[src/rtl/serial_adder_ctrl_pkg.sv]
// serial_adder_ctrl_pkg: shared state encoding and default width for the serial adder
package serial_adder_ctrl_pkg;
  localparam int DEFAULT_WIDTH = 8;
  typedef enum logic [1:0] {
    ST_IDLE = 2'd0,
    ST_RUN  = 2'd1,
    ST_DONE = 2'd2
  } state_t;
endpackage

[src/rtl/serial_adder_ctrl_cell.sv]
// serial_adder_ctrl_cell: combinational full-adder cell built from two half adders and an OR
module half_adder (
  input  logic a,
  input  logic b,
  output logic s,
  output logic c
);
  assign s = a ^ b;
  assign c = a & b;
endmodule

module full_adder_cell (
  input  logic a,
  input  logic b,
  input  logic cin,
  output logic s,
  output logic cout
);
  logic s0, c0, c1;
  half_adder u_ha0 (.a(a), .b(b), .s(s0), .c(c0));
  half_adder u_ha1 (.a(s0), .b(cin), .s(s), .c(c1));
  assign cout = c0 | c1;
endmodule

[src/rtl/serial_adder_ctrl.sv]
// serial_adder_ctrl: bit-serial adder sequencing one full-adder cell over WIDTH cycles
module serial_adder_ctrl
  import serial_adder_ctrl_pkg::*;
#(
  parameter  int WIDTH = DEFAULT_WIDTH,
  localparam int CNT_W = $clog2(WIDTH + 1)
) (
  input  logic             clk,
  input  logic             rst,
  input  logic             start,
  input  logic [WIDTH-1:0] a,
  input  logic [WIDTH-1:0] b,
  output logic             busy,
  output logic             done,
  output logic [WIDTH-1:0] sum,
  output logic             carry_out
);
  state_t state, state_nxt;
  logic [WIDTH-1:0] a_r, b_r, s_r;
  logic [CNT_W-1:0] count;
  logic carry, s, c, accept, last;
  full_adder_cell u_cell (.a(a_r[0]), .b(b_r[0]), .cin(carry), .s(s), .cout(c));
  assign busy   = state == ST_RUN;
  assign done   = state == ST_DONE;
  assign accept = start && (state == ST_IDLE || state == ST_DONE);
  assign last   = count == CNT_W'(WIDTH - 1);
  always_comb begin
    state_nxt = ST_IDLE;
    state_nxt = busy ? (last ? ST_DONE : ST_RUN) : accept ? ST_RUN : ST_IDLE;
  end
  always_ff @(posedge clk) begin
    if (rst) begin
      state     <= ST_IDLE;
      a_r       <= '0;
      b_r       <= '0;
      s_r       <= '0;
      carry     <= 1'b0;
      count     <= '0;
      sum       <= '0;
      carry_out <= 1'b0;
    end else begin
      state <= state_nxt;
      if (accept) begin
        a_r   <= a;
        b_r   <= b;
        carry <= 1'b0;
        count <= '0;
      end else if (busy) begin
        a_r   <= a_r >> 1;
        b_r   <= b_r >> 1;
        s_r   <= {s, s_r[WIDTH-1:1]};
        carry <= c;
        count <= count + 1'b1;
        if (last) begin
          sum       <= {s, s_r[WIDTH-1:1]};
          carry_out <= c;
        end
      end
    end
  end
endmodule

[config.mk]
export PLATFORM = sky130hd
export DESIGN_NAME = serial_adder_ctrl
export DESIGN_NICKNAME = d
export VERILOG_FILES = /design/src/rtl/serial_adder_ctrl_pkg.sv /design/src/rtl/serial_adder_ctrl_cell.sv /design/src/rtl/serial_adder_ctrl.sv
export SDC_FILE = /design/constraint.sdc
export NUM_CORES = 1
export LEC_CHECK = 0
export ABC_AREA = 1
export BUFFER_PORTS_ARGS = -buffer_cell sky130_fd_sc_hd__buf_4
export CORE_ASPECT_RATIO = 1.5
export CORE_UTILIZATION = 54
export DETAILED_ROUTE_END_ITERATION = 12
export HOLD_SLACK_MARGIN = 0.02
export PLACE_DENSITY = 0.78
export SYNTH_ARGS = -nofsm -noshare
export SYNTH_HDL_FRONTEND = slang
export SYNTH_SLANG_ARGS = --single-unit
[constraint.sdc]
create_clock -name clk -period 1.37 [get_ports clk]
set_clock_uncertainty 0.05 [all_clocks]
set_input_delay 0.137 -clock clk [delete_from_list [all_inputs] [get_ports clk]]
set_output_delay 0.137 -clock clk [all_outputs]
set_load 0.02 [all_outputs]
==> metrics.yaml, run 1 <==
place.gp.congestion: 0.7977
vdd_ir_drop_max_mv: 0.8689
ant_nets: 0
die_x_um: 46.80
cts.sinks: 39
synth.distinct_cells: 22
cap_violations: 0
grt_max_degree: 16
setup_viol: 0
rsz0062_at_grt: "false"
cts_max_path_buffers: 2
worstSetupPathType: "register to output port"
yosys-top-cells-area: "dfxtp_1 (48%), nand2_1 (14%), nor2_1 (8.5%)"
htreeDepth: 2
switching_power_uw: 580.6
synth.avg_cell_area_um2: 7.631
vias: 1435
die-height_um: 69.19
io_buffers: 29
synth_edf_count: 0
cp_max_fo: 6
overflow: 0
cp-end-kind: "output port"
yosysMostFrequentCell: "nand2_1"
ys_seq_elements: 39
outcome: "finished, final reports clean"
cts_hold_buffers: 0
clockPowerShare: 0.344
slew_headroom: 0.8475
wire_per_inst_um: 10.17
arrival_ns: 1.10
routed_via_density: 4.832
core_area_um2: 2883
synthCells: 213
syn_area_um2: 1625
antenna_found_initial: 0
fin_crit_ns: 1.286
pin_count: 30
drt-total-wl_um: 3021
startpoint_type: "register"
regArea_um2: 784.5
syn_to_final_growth_pct: 27.79
multi_input_area_um2: 738.2
dpl.hpwl_um: 2236
swShare: 0.2421
cts_root_buffer: "clkbuf_8"
antenna_cells: 0
grtUsageTotal: 0.2125
grt_pass1_vias: 1298
ys_seq_area_frac: 0.4804
fmax_ghz: 0.7774
setup_ws_ns: 0.08367
first_pass_iters: 4
intPower_uw: 1818
drc: 0
num_rows: 24
grt_pass1_wl_um: 5078
dpl_worst_slack_ns: -0.008678
ys_warn_count: 0
drtIter0Drc: 14
cts_tree: "yes"
cts_buffers: 5
fin_nets: 278
synthTopCellsByCount: "nand2_1 (60), dfxtp_1 (39), nor2_1 (37), o21ai_0 (17), inv_1 (12)"
comb_power_share: 0.137
hp-class: "input port to register"
synth_fp_nets: 234
async_reset_ff_frac: 0
worstSetupStartpoint: "state[0]"
min_from: "b[7]"
clk_pin_slew_ns: 0.07
final.period_utilization: 0.9389
worstPathRequired_ns: 1.18
clk_latency_ns: 0.28
ys.flop_type: "dfxtp_1"
initial_utilization: 0.5638
drive_gt1_frac: 0.2481
p_per_area_nw_per_um2: 1155
reg2reg_from: "count[0]"
synth_top_cell_by_area: "dfxtp_1"
hold_violations: 0
yosysTopAreaCellShare: 0.4804
fillers: 258
slew_violations: 0
worst_pin_slew_ns: 0.2285
seq_power_share: 0.519
dieArea_um2: 3238
hold_ws_ns: 0.03861
power_leakage_uw: 0.0009671
[per-stage QoR]
stage / TNS (ns) / std cells / power (uW) / instance area (um2) / utilization
floorplan: 0 / 213 / 1473 / 1625 / -
global placement: 0 / 284 / 1580 / 1924 / 0.6675
detailed placement: -0.01433 / 284 / 1590 / 1924 / 0.6675
CTS: -0.04887 / 294 / 2414 / 2046 / 0.7096
global route: 0 / 297 / 2524 / 2077 / 0.7205
finish: 0 / 297 / 2398 / 2077 / 0.7205
[worst max-delay path, stage by stage (launching register included)]
cell	delay [ns]
dfxtp_4	0.40
inv_2	0.07
nor2_4	0.17
buf_4	0.17
[final cells by class]
cell class,count,share of cell area
repair buffers,44,0.1669
well taps,39,0.02349
inverters,15,0.02831
clock buffers,8,0.04819
flip-flops and latches,39,0.3777
multi-input cells,152,0.3554
[state kept, by name, indices dropped and copies added, names as in the netlist]
signal     count
s_r            7
b_r            8
count          4
carry          1
a_r            8
carry_out      1
state          2
sum            8
[kinds of logic after synthesis]
family	share of synthesized area
buf+inv	0.07005
flops	0.4804
fa+ha+maj	0.02001
simple gates	0.3464
compound gates	0.08314
[metal layers]
metal	wire, um	vias up	GRT usage
met2	1610	24	0.3719
met3	85	4	0.05469
li1	-	756	-
met4	40	0	0.08571
met1	1285	651	0.2256
met5	0	-	0
[power groups by stage]
| stage | Clock (uW) | Sequential [uW] | Combinational [uW] |
|---|---|---|---|
| detailed placement | 0 | 1270 | 321 |
| finish | 825 | 1240 | 329 |
| global route | 900 | 1250 | 373 |
| global placement | 0 | 1270 | 313 |
| CTS | 850 | 1240 | 321 |
| floorplan | 0 | 1250 | 219 |
[layout by cell type, fill, tap and decap left out, drive strengths merged]
cell type / instances
clkbuf: 8
a21oi: 10
dfxtp: 39
nor2: 40
nand2: 63
nor3: 10
nor3b: 1
nand3: 9
inv: 15
o21ai: 17
ha: 1
fa: 1
buf: 44
[path summary, 6_finish.rpt]
path | slack, ns | endpoint | depth (start not counted)
min | 0.04 | b_r[7] | 3
min reg2reg | 0.40 | sum[7] | 2
max reg2reg | 0.11 | sum[1] | 6
max | 0.08 | busy | 3
[timing repair]
| action | 4_1_cts | 5_1_grt |
|---|---|---|
| buffers inserted | 2 | 3 |
| endpoints found under the setup margin | 11 | 9 |
| pin swaps | 1 | 2 |
| resized for setup | 2 | 3 |
No activity file was read; power rests on OpenSTA's default activity.
==> run 2, diff against run 1 <==
--- a/config.mk
+++ b/config.mk
@@ -8,10 +8,10 @@
 export ABC_AREA = 1
 export BUFFER_PORTS_ARGS = -buffer_cell sky130_fd_sc_hd__buf_4
 export CORE_ASPECT_RATIO = 1.5
-export CORE_UTILIZATION = 54
+export CORE_UTILIZATION = 48
 export DETAILED_ROUTE_END_ITERATION = 12
 export HOLD_SLACK_MARGIN = 0.02
-export PLACE_DENSITY = 0.78
+export PLACE_DENSITY = 0.7
 export SYNTH_ARGS = -nofsm -noshare
 export SYNTH_HDL_FRONTEND = slang
 export SYNTH_SLANG_ARGS = --single-unit
==> run 2 against run 1 <==
Wire length is 0.93% lower. Maximum frequency is 2.3% higher. Via count down 2.9%. Global-route usage decreased by 1.1 points. Utilization is 8.7 points lower. Final cell count shrank 1.7%. Setup slack better by 0.029 ns. Sequential cell count unchanged. Register-to-register slack barely moved. Sequential power is essentially flat. Die area is 12% higher. Clock power decreased by 6.4%.
==> metrics.yaml, run 2 (synthesis gave the netlist of run 1 again) <==
slew_headroom: 0.8680  # +0.02054
outcome: "finished, final reports clean"
cts_max_path_buffers: 2  # unchanged
worstPathRequired_ns: 1.18  # about the same
overflow: 0  # unchanged
cap_violations: 0  # unchanged
drive_gt1_frac: 0.2262  # -0.02187
num_rows: 25  # +4.2%
rsz0062_at_grt: "false"
dpl_worst_slack_ns: 0.08061  # +0.08929 ns
worst_pin_slew_ns: 0.1975  # -0.03103 ns
antenna_found_initial: 0  # unchanged
drtIter0Drc: 25  # +11
slew_violations: 0  # unchanged
path_cells: "buf_4 -> nor2_1 -> buf_4"
clk_pin_slew_ns: 0.07  # about the same
dpl.hpwl_um: 2138  # -4.4%
hp-class: "input port to register"
cts_tree: "yes"
drt-total-wl_um: 2993  # -0.93%
io_buffers: 29  # unchanged
antenna_cells: 0  # unchanged
critical-path-top-delay-family: "flip-flops"
initial_utilization: 0.5094  # -0.05439
vdd_ir_drop_max_mv: 0.7204  # -17%
slowest_delay_ns: 0.41  # about the same
cts.sinks: 39  # unchanged
swShare: 0.2528  # +0.01068
switching_power_uw: 586.1  # +0.96%
comb_power_share: 0.131  # -0.006
cts_buffers: 5  # unchanged
final.setup.tns_ns: 0  # unchanged
fin_nets: 273  # -1.8%
grtUsageTotal: 0.2018  # -0.01062
cpMostUsedCell: "buf_4"
routed_via_density: 4.771  # -1.3%
pin_count: 30  # unchanged
clockPowerShare: 0.333  # -0.011
intPower_uw: 1733  # -4.7%
ant_nets: 0  # unchanged
setup_ws_ns: 0.1127  # +0.02898 ns
htreeDepth: 2  # unchanged
place.gp.congestion: 0.7499  # -6.0%
setup_viol: 0  # unchanged
core_area_um2: 3191  # +11%
startpoint_type: "register"
p_per_area_nw_per_um2: 1147  # -0.68%
grt_pass1_wl_um: 5506  # +8.4%
clk_latency_ns: 0.29  # about the same
hold_violations: 0  # unchanged
first_pass_iters: 4  # unchanged
fin_crit_ns: 1.257  # -0.02898 ns
grt_pass1_vias: 1391  # +7.2%
slowest_stage: "dfxtp_2"
arrival_ns: 1.07  # -0.03 ns
fmax_ghz: 0.7953  # +2.3%
syn_to_final_growth_pct: 24.40
cp-end-kind: "output port"
seq_power_share: 0.536  # +0.017
cts_root_buffer: "clkbuf_8"
dieArea_um2: 3627  # +12%
reg_top3: "a_r x8, b_r x8, sum x8"
r2r_setup_slack_ns: 0.12  # about the same
power_leakage_uw: 0.0009365  # -3.2%
drc: 0  # unchanged
vias: 1393  # -2.9%
wire_per_inst_um: 10.25  # +0.77%
cp_max_fo: 6  # unchanged
path_buf_inv: 2  # unchanged
final.period_utilization: 0.9178  # -0.02115
layout_common_cells: "nand2_1 (60), dfxtp_1 (38), nor2_1 (37), buf_4 (37), o21ai_0 (17)"
grt_max_degree: 15  # -1
die_x_um: 49.51  # +5.8%
worstSetupPathType: "register to output port"
layout_commonest_cell: "nand2_1"
die-height_um: 73.27  # +5.9%
## run 2: stage by stage
step,util,area [um2],power (uW),instances,hold WS [ns]
2_1_floorplan,-,1625,1473,213,0.2219
3_3_place_gp,0.5988,1911,1564,283,0.3258
3_5_place_dp,0.5988,1911,1567,283,0.3245
4_1_cts,0.6322,2017,2350,292,0.05056
5_1_grt,0.6337,2022,2442,292,0.05764
6_report,0.6337,2022,2319,292,0.05959
## run 2: repair_timing
| action | 4_1_cts | 5_1_grt |
|---|---|---|
| pin swaps | 1 | 0 |
| setup endpoints to repair | 2 | 9 |
| hold buffers | 1 | 0 |
| endpoints found under the hold margin | 1 | 0 |
| setup buffers | 1 | 0 |
| gates resized for setup | 1 | 1 |
## run 2: cell type report
class                           count  area [um2]
Inverter                           15       58.81
Fill cell                         338        1169
Clock inverter                      1       5.005
Timing Repair Buffer               39       307.8
Clock buffer                        6       82.58
Tap cell                           40       50.05
Sequential cell                    39       782.0
Multi-Input combinational cell    152       735.7
## run 2: power by group through the flow
| stage | registers, uW | clock network, uW | logic [uW] |
|---|---|---|---|
| 5_1_grt | 1250 | 837 | 354 |
| 6_report | 1240 | 772 | 304 |
| 3_3_place_gp | 1270 | 0 | 296 |
| 4_1_cts | 1240 | 800 | 308 |
| 3_5_place_dp | 1270 | 0 | 300 |
| 2_1_floorplan | 1250 | 0 | 219 |
## run 2: layer usage
layer | track usage | part of all wire | vias up
met5 | 0 | 0 | -
met4 | 0.09524 | 0.020 | 0
met3 | 0.05590 | 0.031 | 7
met2 | 0.3760 | 0.53 | 25
met1 | 0.2057 | 0.42 | 614
li1 | - | - | 747
## run 2: worst paths after layout
kind | from | endpoint | cells after the start
max | state[0] | done | 3
min | a[7] | a_r[7] | 3
max reg2reg | count[0] | sum[1] | 6
min reg2reg | sum[4] | sum[4] | 2
## run 2: worst register-to-register path, stage by stage, from the launching register on
cell     delay, ns
dfxtp_1       0.35
ha_1          0.22
nand3_2       0.15
nor3_4        0.18
buf_12        0.14
nand2_1       0.05
nand2_1       0.06
==> run 3, diff against run 2 <==
--- a/config.mk
+++ b/config.mk
@@ -7,11 +7,13 @@
 export LEC_CHECK = 0
 export ABC_AREA = 1
 export BUFFER_PORTS_ARGS = -buffer_cell sky130_fd_sc_hd__buf_4
+export CELL_PAD_IN_SITES_DETAIL_PLACEMENT = 0
+export CELL_PAD_IN_SITES_GLOBAL_PLACEMENT = 1
 export CORE_ASPECT_RATIO = 1.5
-export CORE_UTILIZATION = 48
+export CORE_UTILIZATION = 39
 export DETAILED_ROUTE_END_ITERATION = 12
 export HOLD_SLACK_MARGIN = 0.02
-export PLACE_DENSITY = 0.7
+export PLACE_DENSITY_LB_ADDON = 0.1
 export SYNTH_ARGS = -nofsm -noshare
 export SYNTH_HDL_FRONTEND = slang
 export SYNTH_SLANG_ARGS = --single-unit
==> run 3 against run 2 <==
Sequential share of layout area up 0.17 points. Cell area down 0.43%. Utilization down 13 points. Hold slack worse by 0.019 ns. Maximum frequency down 3.1%. Critical endpoint is now busy. Largest cell class unchanged.
==> metrics.yaml, run 3 (synthesis gave the netlist of run 1 again) <==
reg_top3: "a_r x8, b_r x8, sum x8"
drtIter0Drc: 35  # +40%
drt-total-wl_um: 3119  # +4.2%
slowest_delay_ns: 0.40  # about the same
slew_violations: 0  # unchanged
final.period_utilization: 0.9473  # +0.02955
num_rows: 28  # +12%
total_power_uw: 2235  # -3.6%
syn_to_final_growth_pct: 23.86
clockPowerShare: 0.307  # -0.026
hp-class: "input port to register"
cts_hold_buffers: 0  # -1
slowest_stage: "dfxtp_2"
layout_common_cells: "nand2_1 (60), dfxtp_1 (38), buf_4 (38), nor2_1 (37), o21ai_0 (17)"
vdd_ir_drop_max_mv: 0.8081  # +12%
cap_violations: 0  # unchanged
grt_pass1_wl_um: 5416  # -1.6%
power_leakage_uw: 0.0009244  # -1.3%
hold_violations: 0  # unchanged
arrival_ns: 1.11  # +0.04 ns
r2r_setup_slack_ns: 0.12  # about the same
path_cells: "inv_2 -> nor2_4 -> buf_4"
die-height_um: 81.07  # +11%
io_buffers: 29  # unchanged
antenna_found_initial: 0  # unchanged
grt_pass1_vias: 1335  # -4.0%
dpl.hpwl_um: 2320  # +8.5%
vias: 1409  # +1.1%
pin_count: 30  # unchanged
path_depth: 3  # unchanged
swShare: 0.2486  # -0.004187
endpoint: "busy"
overflow: 0  # unchanged
cts_tree: "yes"
grtUsageTotal: 0.1673  # -0.03449
cts_buffers: 5  # unchanged
fin_nets: 273  # unchanged
cts_max_path_buffers: 2  # unchanged
fillers: 397  # +17%
dieArea_um2: 4435  # +22%
initial_utilization: 0.4106  # -0.09886
die_x_um: 54.71  # +11%
worstSetupPathType: "register to output port"
ant_nets: 0  # unchanged
rr_worst_depth: 6  # unchanged
first_pass_iters: 4  # unchanged
worst_pin_slew_ns: 0.2362  # +0.03869 ns
place.gp.congestion: 0.7742  # +3.2%
setup_ws_ns: 0.07217  # -0.04048 ns
clk_pin_slew_ns: 0.07  # about the same
cp-end-kind: "output port"
antenna_cells: 0  # unchanged
dpl_worst_slack_ns: 0.06178  # -0.01883 ns
p_per_area_nw_per_um2: 1110  # -3.2%
grt_max_degree: 14  # -1
worstPathRequired_ns: 1.18  # about the same
hold_ws_ns: 0.04046  # -0.01912 ns
startpoint_type: "register"
r2r-end: "sum[7]"
intPower_uw: 1679  # -3.1%
fmax_ghz: 0.7705  # -3.1%
worstSetupStartpoint: "state[0]"
min_from: "b[7]"
cts_root_buffer: "clkbuf_8"
fin_crit_ns: 1.298  # +0.04048 ns
regArea_um2: 782.0  # unchanged
setup_viol: 0  # unchanged
cp_max_fo: 6  # unchanged
multi_input_area_um2: 738.2  # +0.34%
path_buf_inv: 2  # unchanged
switching_power_uw: 555.5  # -5.2%
routed_via_density: 4.760  # -0.22%
drc: 0  # unchanged
wire_per_inst_um: 10.54  # +2.8%
clk_latency_ns: 0.28  # about the same
seq_power_share: 0.556  # +0.020
htreeDepth: 2  # unchanged
layout_commonest_cell: "nand2_1"
core_area_um2: 3959  # +24%
drive_gt1_frac: 0.2271  # +0.0009012
reg2reg_from: "count[0]"
final.setup.tns_ns: 0  # unchanged
critical-path-top-delay-family: "flip-flops"
rsz0062_at_grt: "false"
cts.sinks: 39  # unchanged
slew_headroom: 0.8424  # -0.02565
outcome: "finished, final reports clean"
comb_power_share: 0.137  # +0.006
[run 3: cell count changes in the layout (fill, tap and decap cells not counted), sizes merged]
| cell | delta |
|---|---|
| buf | +1 |
| clkinv | -1 |
| dlygate4sd3 | -1 |
[run 3: per-stage QoR]
stage	util	std cells	cell area, um2
after floorplan	-	213	1625
after global placement	0.4842	288	1917
after detailed placement	0.4842	288	1917
after CTS	0.5028	294	1991
after global routing	0.5085	296	2013
final	0.5085	296	2013
[run 3: layout make-up]
cell class | instances | area share
repair buffers | 39 | 0.1516
multi-input cells | 152 | 0.3667
inverters | 15 | 0.02921
flip-flops and latches | 39 | 0.3884
well taps | 45 | 0.02797
clock buffers | 6 | 0.03605
[run 3: worst reg2reg max path, stage by stage (launching register included)]
cell and delay [ns]:
dfxtp_1 0.37, ha_2 0.22, nand3_2 0.13, nor3_4 0.17, buf_12 0.15, nand2_1 0.05
nand2_1 0.06
[run 3: worst min-delay path by stage]
stage                  end  slack, ns  cells after the start
floorplan           b_r[7]       0.22                      2
global placement    b_r[7]       0.31                      3
detailed placement  b_r[7]       0.33                      3
CTS                 b_r[7]       0.04                      3
global route        b_r[7]       0.04                      3
finish              b_r[7]       0.04                      3
[run 3: repair_timing]
item | 4_1_cts | 5_1_grt
endpoints found under the setup margin | 1 | 10
pin swaps | 0 | 1
gates resized for setup | 1 | 2
buffers inserted | 0 | 2
[run 3: power by group through the flow]
stage	Sequential, uW	Combinational, uW	Clock [uW]
after detailed placement	1270	305	0
final	1240	306	685
after floorplan	1250	219	0
after global routing	1250	354	750
after CTS	1240	305	724
after global placement	1270	298	0
[run 3: per-layer routing]
layer	GRT usage	vias up	routed length (um)
li1	-	749	-
met1	0.1726	629	1276
met2	0.3120	27	1702
met3	0.04494	4	113
met4	0.04615	0	27
met5	0	-	0
